$ cat src/rtl/serial_tx_arb_pkg.sv
// Shared types and constants for the serial transmitter arbiter.
package serial_tx_arb_pkg;

    localparam int BYTE_W            = 8;
    localparam int DEF_START_TIMEOUT = 8;
    localparam int MAX_REQ           = 8;
    localparam int IDX_W             = 3;

    typedef enum logic [1:0] {
        ARB_IDLE       = 2'd0,
        ARB_LAUNCH     = 2'd1,
        ARB_WAIT_START = 2'd2,
        ARB_WAIT_DONE  = 2'd3
    } arb_state_e;

    // Index of the set bit of a one-hot vector (0 when no bit is set).
    function automatic logic [IDX_W-1:0] onehot_to_idx(input logic [MAX_REQ-1:0] oh);
        logic [IDX_W-1:0] idx;
        idx = {IDX_W{1'b0}};
        for (int i = 0; i < MAX_REQ; i++) begin
            if (oh[i]) begin
                idx = IDX_W'(i);
            end else begin
                idx = idx;
            end
        end
        return idx;
    endfunction

endpackage

$ cat src/rtl/serial_tx_arbiter_rr_picker.sv
// Round-robin picker: first requester in the mask at or after rr_ptr, wrapping.
module rr_picker
    import serial_tx_arb_pkg::*;
#(
    parameter int NUM_REQ = 4
) (
    input  logic [NUM_REQ-1:0] req_mask,
    input  logic [IDX_W-1:0]   rr_ptr,
    output logic [NUM_REQ-1:0] pick,
    output logic               found
);

    logic [2*NUM_REQ-1:0] dbl_s;
    logic [2*NUM_REQ-1:0] back_s;
    logic [NUM_REQ-1:0]   rot_s;
    logic [NUM_REQ-1:0]   rot_pick_s;

    // Rotate so rr_ptr lands on bit 0, take the lowest set bit, rotate back.
    always_comb begin
        dbl_s      = {req_mask, req_mask} >> rr_ptr;
        rot_s      = dbl_s[NUM_REQ-1:0];
        rot_pick_s = '0;
        found      = 1'b0;
        for (int k = 0; k < NUM_REQ; k++) begin
            if (!found && rot_s[k]) begin
                rot_pick_s[k] = 1'b1;
                found         = 1'b1;
            end else begin
                rot_pick_s[k] = rot_pick_s[k];
            end
        end
        back_s = {rot_pick_s, rot_pick_s} << rr_ptr;
        pick   = back_s[2*NUM_REQ-1:NUM_REQ];
    end

endmodule

$ cat src/rtl/serial_tx_arbiter.sv
// Round-robin arbiter sharing one serial transmitter among NUM_REQ byte
// producers, with optional packet locking and a start-of-frame watchdog.
module serial_tx_arbiter
    import serial_tx_arb_pkg::*;
#(
    parameter int NUM_REQ       = 4,
    parameter int START_TIMEOUT = DEF_START_TIMEOUT
) (
    input  logic                      clock,
    input  logic                      reset_n,
    input  logic [NUM_REQ-1:0]        req_valid,
    input  logic [NUM_REQ*BYTE_W-1:0] req_data,
    input  logic [NUM_REQ-1:0]        req_last,
    output logic [NUM_REQ-1:0]        req_ready,
    output logic [NUM_REQ-1:0]        grant,
    output logic [BYTE_W-1:0]         tx_data,
    output logic                      tx_data_available,
    input  logic                      tx_ready,
    output logic                      start_error
);

    localparam int                 CNT_W     = 16;
    localparam logic [IDX_W-1:0]   LAST_IDX  = IDX_W'(NUM_REQ - 1);
    localparam logic [IDX_W-1:0]   IDX_ONE   = IDX_W'(1);
    localparam logic [CNT_W-1:0]   CNT_ONE   = CNT_W'(1);
    localparam logic [CNT_W-1:0]   CNT_LIMIT = CNT_W'(START_TIMEOUT - 1);

    arb_state_e           state_q, state_d;
    logic [IDX_W-1:0]     rr_ptr_q, rr_ptr_d;
    logic                 lock_q, lock_d;
    logic [IDX_W-1:0]     owner_q, owner_d;
    logic [CNT_W-1:0]     start_cnt_q, start_cnt_d;
    logic [BYTE_W-1:0]    tx_data_q, tx_data_d;
    logic [NUM_REQ-1:0]   grant_q, grant_d;
    logic                 tx_dav_q, tx_dav_d;
    logic                 start_error_q, start_error_d;

    logic [NUM_REQ-1:0]   elig_s;
    logic [NUM_REQ-1:0]   req_mask_s;
    logic [NUM_REQ-1:0]   pick_s;
    logic                 found_s;
    logic [MAX_REQ-1:0]   pick8_s;
    logic [IDX_W-1:0]     pick_idx_s;
    logic [BYTE_W-1:0]    sel_byte_s;
    logic                 sel_last_s;
    logic                 accept_s;
    logic [NUM_REQ-1:0]   req_ready_s;

    // While a packet is open only its owner may compete for the transmitter.
    always_comb begin
        elig_s = '0;
        for (int i = 0; i < NUM_REQ; i++) begin
            if (lock_q) begin
                elig_s[i] = (owner_q == IDX_W'(i));
            end else begin
                elig_s[i] = 1'b1;
            end
        end
        req_mask_s = req_valid & elig_s;
    end

    rr_picker #(
        .NUM_REQ (NUM_REQ)
    ) u_picker (
        .req_mask (req_mask_s),
        .rr_ptr   (rr_ptr_q),
        .pick     (pick_s),
        .found    (found_s)
    );

    // Mux out the picked requester's byte, last flag and index.
    always_comb begin
        sel_byte_s = '0;
        pick8_s    = '0;
        for (int i = 0; i < NUM_REQ; i++) begin
            sel_byte_s = sel_byte_s | (req_data[i*BYTE_W +: BYTE_W] & {BYTE_W{pick_s[i]}});
        end
        pick8_s[NUM_REQ-1:0] = pick_s;
        pick_idx_s           = onehot_to_idx(pick8_s);
        sel_last_s           = |(req_last & pick_s);
    end

    // Accept only from IDLE with an idle transmitter; masked during reset so
    // req_ready is 0 while reset_n is low.
    assign accept_s = reset_n & (state_q == ARB_IDLE) & tx_ready & found_s;

    // Next-state, lock/pointer bookkeeping and output register updates.
    always_comb begin
        state_d       = state_q;
        rr_ptr_d      = rr_ptr_q;
        lock_d        = lock_q;
        owner_d       = owner_q;
        start_cnt_d   = start_cnt_q;
        tx_data_d     = tx_data_q;
        grant_d       = grant_q;
        tx_dav_d      = 1'b0;
        start_error_d = start_error_q;
        req_ready_s   = '0;
        case (state_q)
            ARB_IDLE: begin
                if (accept_s) begin
                    req_ready_s = pick_s;
                    tx_data_d   = sel_byte_s;
                    grant_d     = pick_s;
                    tx_dav_d    = 1'b1;
                    state_d     = ARB_LAUNCH;
                    if (sel_last_s) begin
                        // Packet ends: release the lock and rotate past the owner.
                        lock_d = 1'b0;
                        if (pick_idx_s == LAST_IDX) begin
                            rr_ptr_d = '0;
                        end else begin
                            rr_ptr_d = pick_idx_s + IDX_ONE;
                        end
                    end else begin
                        lock_d  = 1'b1;
                        owner_d = pick_idx_s;
                    end
                end else begin
                    state_d = ARB_IDLE;
                end
            end
            ARB_LAUNCH: begin
                start_cnt_d = '0;
                state_d     = ARB_WAIT_START;
            end
            ARB_WAIT_START: begin
                if (!tx_ready) begin
                    state_d = ARB_WAIT_DONE;
                end else if ((start_cnt_q + CNT_ONE) == CNT_LIMIT) begin
                    // Transmitter never went busy: drop the byte and the packet.
                    start_error_d = 1'b1;
                    lock_d        = 1'b0;
                    grant_d       = '0;
                    state_d       = ARB_IDLE;
                end else begin
                    start_cnt_d = start_cnt_q + CNT_ONE;
                end
            end
            ARB_WAIT_DONE: begin
                if (tx_ready) begin
                    state_d = ARB_IDLE;
                    if (lock_q) begin
                        grant_d = grant_q;
                    end else begin
                        grant_d = '0;
                    end
                end else begin
                    state_d = ARB_WAIT_DONE;
                end
            end
            default: begin
                state_d = ARB_IDLE;
            end
        endcase
    end

    // State and output registers, cleared asynchronously.
    always_ff @(posedge clock or negedge reset_n) begin
        if (!reset_n) begin
            state_q       <= ARB_IDLE;
            rr_ptr_q      <= '0;
            lock_q        <= 1'b0;
            owner_q       <= '0;
            start_cnt_q   <= '0;
            tx_data_q     <= '0;
            grant_q       <= '0;
            tx_dav_q      <= 1'b0;
            start_error_q <= 1'b0;
        end else begin
            state_q       <= state_d;
            rr_ptr_q      <= rr_ptr_d;
            lock_q        <= lock_d;
            owner_q       <= owner_d;
            start_cnt_q   <= start_cnt_d;
            tx_data_q     <= tx_data_d;
            grant_q       <= grant_d;
            tx_dav_q      <= tx_dav_d;
            start_error_q <= start_error_d;
        end
    end

    assign req_ready         = req_ready_s;
    assign grant             = grant_q;
    assign tx_data           = tx_data_q;
    assign tx_data_available = tx_dav_q;
    assign start_error       = start_error_q;

endmodule

$ cat config.mk
export PLATFORM = sky130hd
export DESIGN_NAME = serial_tx_arbiter
export DESIGN_NICKNAME = d
export VERILOG_FILES = /design/src/rtl/serial_tx_arb_pkg.sv /design/src/rtl/serial_tx_arbiter_rr_picker.sv /design/src/rtl/serial_tx_arbiter.sv
export SDC_FILE = /design/constraint.sdc
export NUM_CORES = 1
export LEC_CHECK = 0
export CAP_MARGIN = 0
export CORE_AREA = 2 2 71 73
export DETAILED_ROUTE_END_ITERATION = 16
export DIE_AREA = 0 0 73 75
export GPL_TIMING_DRIVEN = 0
export MAX_ROUTING_LAYER = met4
export PLACE_DENSITY = 0.83
export SYNTH_ARGS = -nofsm -noshare
export SYNTH_HDL_FRONTEND = slang
export SYNTH_SLANG_ARGS = --single-unit
export TNS_END_PERCENT = 20
$ cat constraint.sdc
create_clock -name clock -period 7.2 [get_ports clock]
set_clock_uncertainty 0.15 [all_clocks]
set_input_delay 2.16 -clock clock [delete_from_list [all_inputs] [get_ports clock]]
set_output_delay 2.16 -clock clock [all_outputs]
set_load 0.005 [all_outputs]
### Word level (Yosys, flattened, before mapping)

Cells that the tools add are included.

* register bits after elaboration: 39
* input port bits: 43
* output and inout port bits: 18
* logic and storage cells: 98

* $add $sub $neg: 2
* equal/unequal tests: 15
* shift-type cells: 2
* multiplexer cells: 38
* bitwise gates (word level): 13
* reductions and logical operators: 19

Operator list (number)
* $and A8 B8 Y8: 4
* $mux W16: 2
* $pmux W16 S2: 1
* $mux W4: 7
* $or A8 B8 Y8: 3
* $mux W1: 19
* $add A16 B1 Y16 const B: 1
* $eq A16 B3 Y1 const B: 1
* $ne A2 B2 Y1 const B: 6
* $pmux W4 S3: 1
* $reduce_and A3 Y1: 4
* $eq A3 B2 Y1 const B: 3
* $mux W3: 3
* $and A4 B4 Y4: 2
* $pmux W2 S4: 1
* $shl A8 B3 Y8: 1
* $shr A8 B3 Y4: 1
* $mux W2: 3
* $reduce_and A6 Y1: 1
* $eq A2 B2 Y1 const B: 2
* $reduce_and A4 Y1: 1
* $reduce_bool A2 Y1: 2
* $reduce_or A4 Y1: 1
* $add A3 B1 Y3 const B: 1
* other kinds (12): 18

### Longest topological paths before layout

* depth in word-level cells: 20
* depth in mapped cells: 9
* depth with buffers taken out: 8

### Modules after synthesis

Synthesis repeated with hierarchy kept, for this count alone.

* cell total of the unflattened synthesis: 297
* area, all modules: 2558.7 um^2

By module, submodules not included
* serial_tx_arbiter: times used 1, cells each 257, area each 2269.7 um^2, sequential area each 925.9 um^2
* rr_picker: times used 1, cells each 40, area each 289.0 um^2, sequential area each 0.0 um^2

### Worst setup path before layout

OpenSTA, ideal clock, no wires.

* path type: input -> output
* start point: input req_valid[0]
* end point: output req_ready[2]
* arrival time: 3542 ps
* required time: 4890 ps
* slack: 1348 ps
* stages on the path: 5
* path buffers: 0
* cells stage by stage: mux2_4 a211o_1 or4b_1 o211ai_1 nor2b_1

* cells in the longest elaborated chain, start to end: 15
* elaborated cells on any way between the ends: 19
* classes of those cells: 2 x shift; 9 x mux; 2 x bitwise; 6 x reduce/logical

RTL lines
* start, declared: line serial_tx_arbiter.sv:11 `input logic [NUM_REQ-1:0] req_valid,`
* $and A4 B4 Y4 (*): line serial_tx_arbiter.sv:59 `req_mask_s = req_valid & elig_s;`
* $shr A8 B3 Y4 (*): line serial_tx_arbiter_rr_picker.sv:20 `dbl_s = {req_mask, req_mask} >> rr_ptr;`
* $mux W1: line serial_tx_arbiter_rr_picker.sv:25 `if (!found && rot_s[k]) begin`
* $logic_not A1 Y1: line serial_tx_arbiter_rr_picker.sv:25
* $logic_and A1 B1 Y1: line serial_tx_arbiter_rr_picker.sv:25
* $mux W1: line serial_tx_arbiter_rr_picker.sv:25
* $logic_not A1 Y1: line serial_tx_arbiter_rr_picker.sv:25
* $logic_and A1 B1 Y1: line serial_tx_arbiter_rr_picker.sv:25
* $mux W1: line serial_tx_arbiter_rr_picker.sv:25
* $logic_not A1 Y1: line serial_tx_arbiter_rr_picker.sv:25
* $logic_and A1 B1 Y1: line serial_tx_arbiter_rr_picker.sv:25
* $mux W1: line serial_tx_arbiter_rr_picker.sv:25
* $shl A8 B3 Y8 or $and A1 B1 Y1 (tied branches): line serial_tx_arbiter_rr_picker.sv:32, serial_tx_arbiter.sv:85
* $mux W4 (*): line serial_tx_arbiter.sv:101 `if (accept_s) begin`
* $mux W4 (*): line serial_tx_arbiter.sv:99 `case (state_q)`
* end, declared: line serial_tx_arbiter.sv:14 `output logic [NUM_REQ-1:0] req_ready,`

Mark *: on every way between the ends. The rest lies on a longest branch, timed or not.

### Worst setup path in the final report

Ends and elaborated chain as after synthesis.

==> metrics <==
diodes inserted 0; YS warnings 0; Root Driver clkbuf_8; clock-pin slew on the worst setup and hold paths 0.07 ns; reg2reg setup slack 4.24 ns; Synth top area share 0.384; core region area about 4700 um^2; PD cells about 330 nW/um^2; Detail Placement HPWL 4940 um; CTS Buffer Depth 2; WL/cell 17.4 um; final hold slack around 0.32 ns; Final Max Slew Viols 0; synth cell count leaders dfrtp_1, nand2_1, nand3_1, a21oi_1, clkbuf_1; Cells after Synth roughly 270; synth top area cells dfrtp_1, a222oi_1, mux2i_1, nand3_1, a21oi_1; Syn Nets 313; final setup TNS 0 ns; largest net degree at the start of global routing 39; total wire length approximately 6800 um; via count 2378; post-route insts no fill 389; worst hold path type reg2reg; Max Cap Viol 0; Final nets 379; fin crit period 7.07 ns; Syn Area/Cell 8.99 um^2; RSZ-0062 raised after global routing false; Pleak 1.23 nW; status finished clean; Synth Flop Type dfrtp_1; PostCTS Resize Cnt 0; grt ovf 0; full die area around 5500 um^2; Worst-Margin Slew 0.855 ns; Hold Crit Depth 1; Detailed Routing Iterations Pass 1 5; worst skew pair latency 0.29 ns; cell taking the most area after synthesis dfrtp_1; initial antenna violation count 0; DIE HEIGHT 75 um; post-route ant nets 0; Area Overhead vs Synth 30.6%; Fin. Hold Viols 0; Initial Utilization 0.517; Post-CTS Setup Bufs 0; DR iter-0 viols roughly 170; Placer Congestion 0.831; # fillers 416; worst setup path class in2out; first-pass GRT wire length around 11000 um; cell row count 25; period utilization 0.982; FFs w/ async S/R, synth 1.00; most common cell in the netlist dfrtp_1; Finish-stage setup viols 0; Reg area 926 um^2; Sink Count 37; CTS hold repair buffers 0; Crit. End Element output port; via-per-instance ratio 6.11; IO Port Bufs 59; Netlist cell types 57; Crit Path Max Fanout 5; worst vdd ir 0.000183 V; vias in the first global route 2303; dpl cells 381; WP data arrival 4.76 ns; GRT Overall Usage 0.262; required time of the worst setup path 4.89 ns; CTS tree built; Max Freq 142 MHz; num ports 61; flop and latch count out of synthesis 37; Post-DP Area 3060 um^2; layout cells sized above 1 0.0716; number of synthesized flops with an enable pin 0; relative slew slack 0.430; Design Area, Final between 3000 and 4000 um^2; Util after Layout 0.675; Synth Cell Area 2410 um^2; area of the multi-input gates around 1400 um^2; critical path launch point type input port; total CTS buffers 5; H-tree depth 2; DRC errors left 0; R2R depth 8; post-synthesis sequential area ratio 0.384; Die X ~73 um
-- flip-flops by register name, summed over array words and instances (netlist names) --
name and count:
lock_q 1, tx_data_available 1, owner_q 2, start_cnt_q 16
start_error 1, tx_data 8, rr_ptr_q 2, grant 4
state_q 2
-- cells by family after synthesis --
logic type	after synthesis	share of synthesized area
flops	37	0.384
fa+ha+maj	2	0.0104
xor+xnor	3	0.0109
simple gates	110	0.259
buf+inv	25	0.0436
compound gates	81	0.248
mux	10	0.0436
-- power by group --
group | switching [mW] | internal (mW) | leakage, nW
sequential | 0.0572 | 0.275 | 0.475
clock | 0.0735 | 0.0671 | 0.0450
combinational | 0.308 | 0.268 | 0.712
-- final cells by class --
cell class                      instances  area share
Tap cell                               54      0.0215
Clock buffer                            6      0.0231
Multi-Input combinational cell        206       0.438
Inverter                                5     0.00596
Timing Repair Buffer                   59       0.186
Buffer                                 20      0.0278
Sequential cell                        37       0.294
Clock inverter                          2     0.00318
-- worst paths after layout --
path / startpoint / end
max: req_valid[0] / req_ready[2]
min: start_error / start_error
max reg2reg: start_cnt_q[0] / grant[1]
min reg2reg: start_error / start_error
max in group asynchronous: reset_n / grant[1]
min in group asynchronous: reset_n / start_cnt_q[4]
-- placed cells by master, fill, tap and decap left out, types with 7 or more instances in the layout --
cell	n
clkdlybuf4s50_1	58
dfrtp_1	37
nand2_1	21
nand3_1	18
a21oi_1	17
clkbuf_1	16
nor3_1	14
o21ai_0	13
nor2_1	11
mux2i_1	9
a222oi_1	9
a2bb2oi_1	8
o211ai_1	7
-- per-stage QoR --
stage                     power, mW  worst slack, ns
after global routing           1.13          0.00721
after global placement        0.888           -0.586
after floorplan               0.697             1.35
final                          1.05            0.133
after detailed placement      0.902           0.0267
after CTS                      1.05          0.00881
-- worst max-delay path: stages --
cell,delay (ns)
clkdlybuf4s50_1,0.48
mux2_4,0.32
a211o_1,0.31
or4b_1,0.48
o211ai_1,0.14
nor2b_1,0.30
clkdlybuf4s50_1,0.57
-- layer usage --
layer / GRT usage / part of all wire
met5: - / 0
met4: 0.0844 / 0.016
met3: 0.0428 / 0.035
met2: 0.427 / 0.51
met1: 0.335 / 0.43
(Power assumes the default switching activity.)
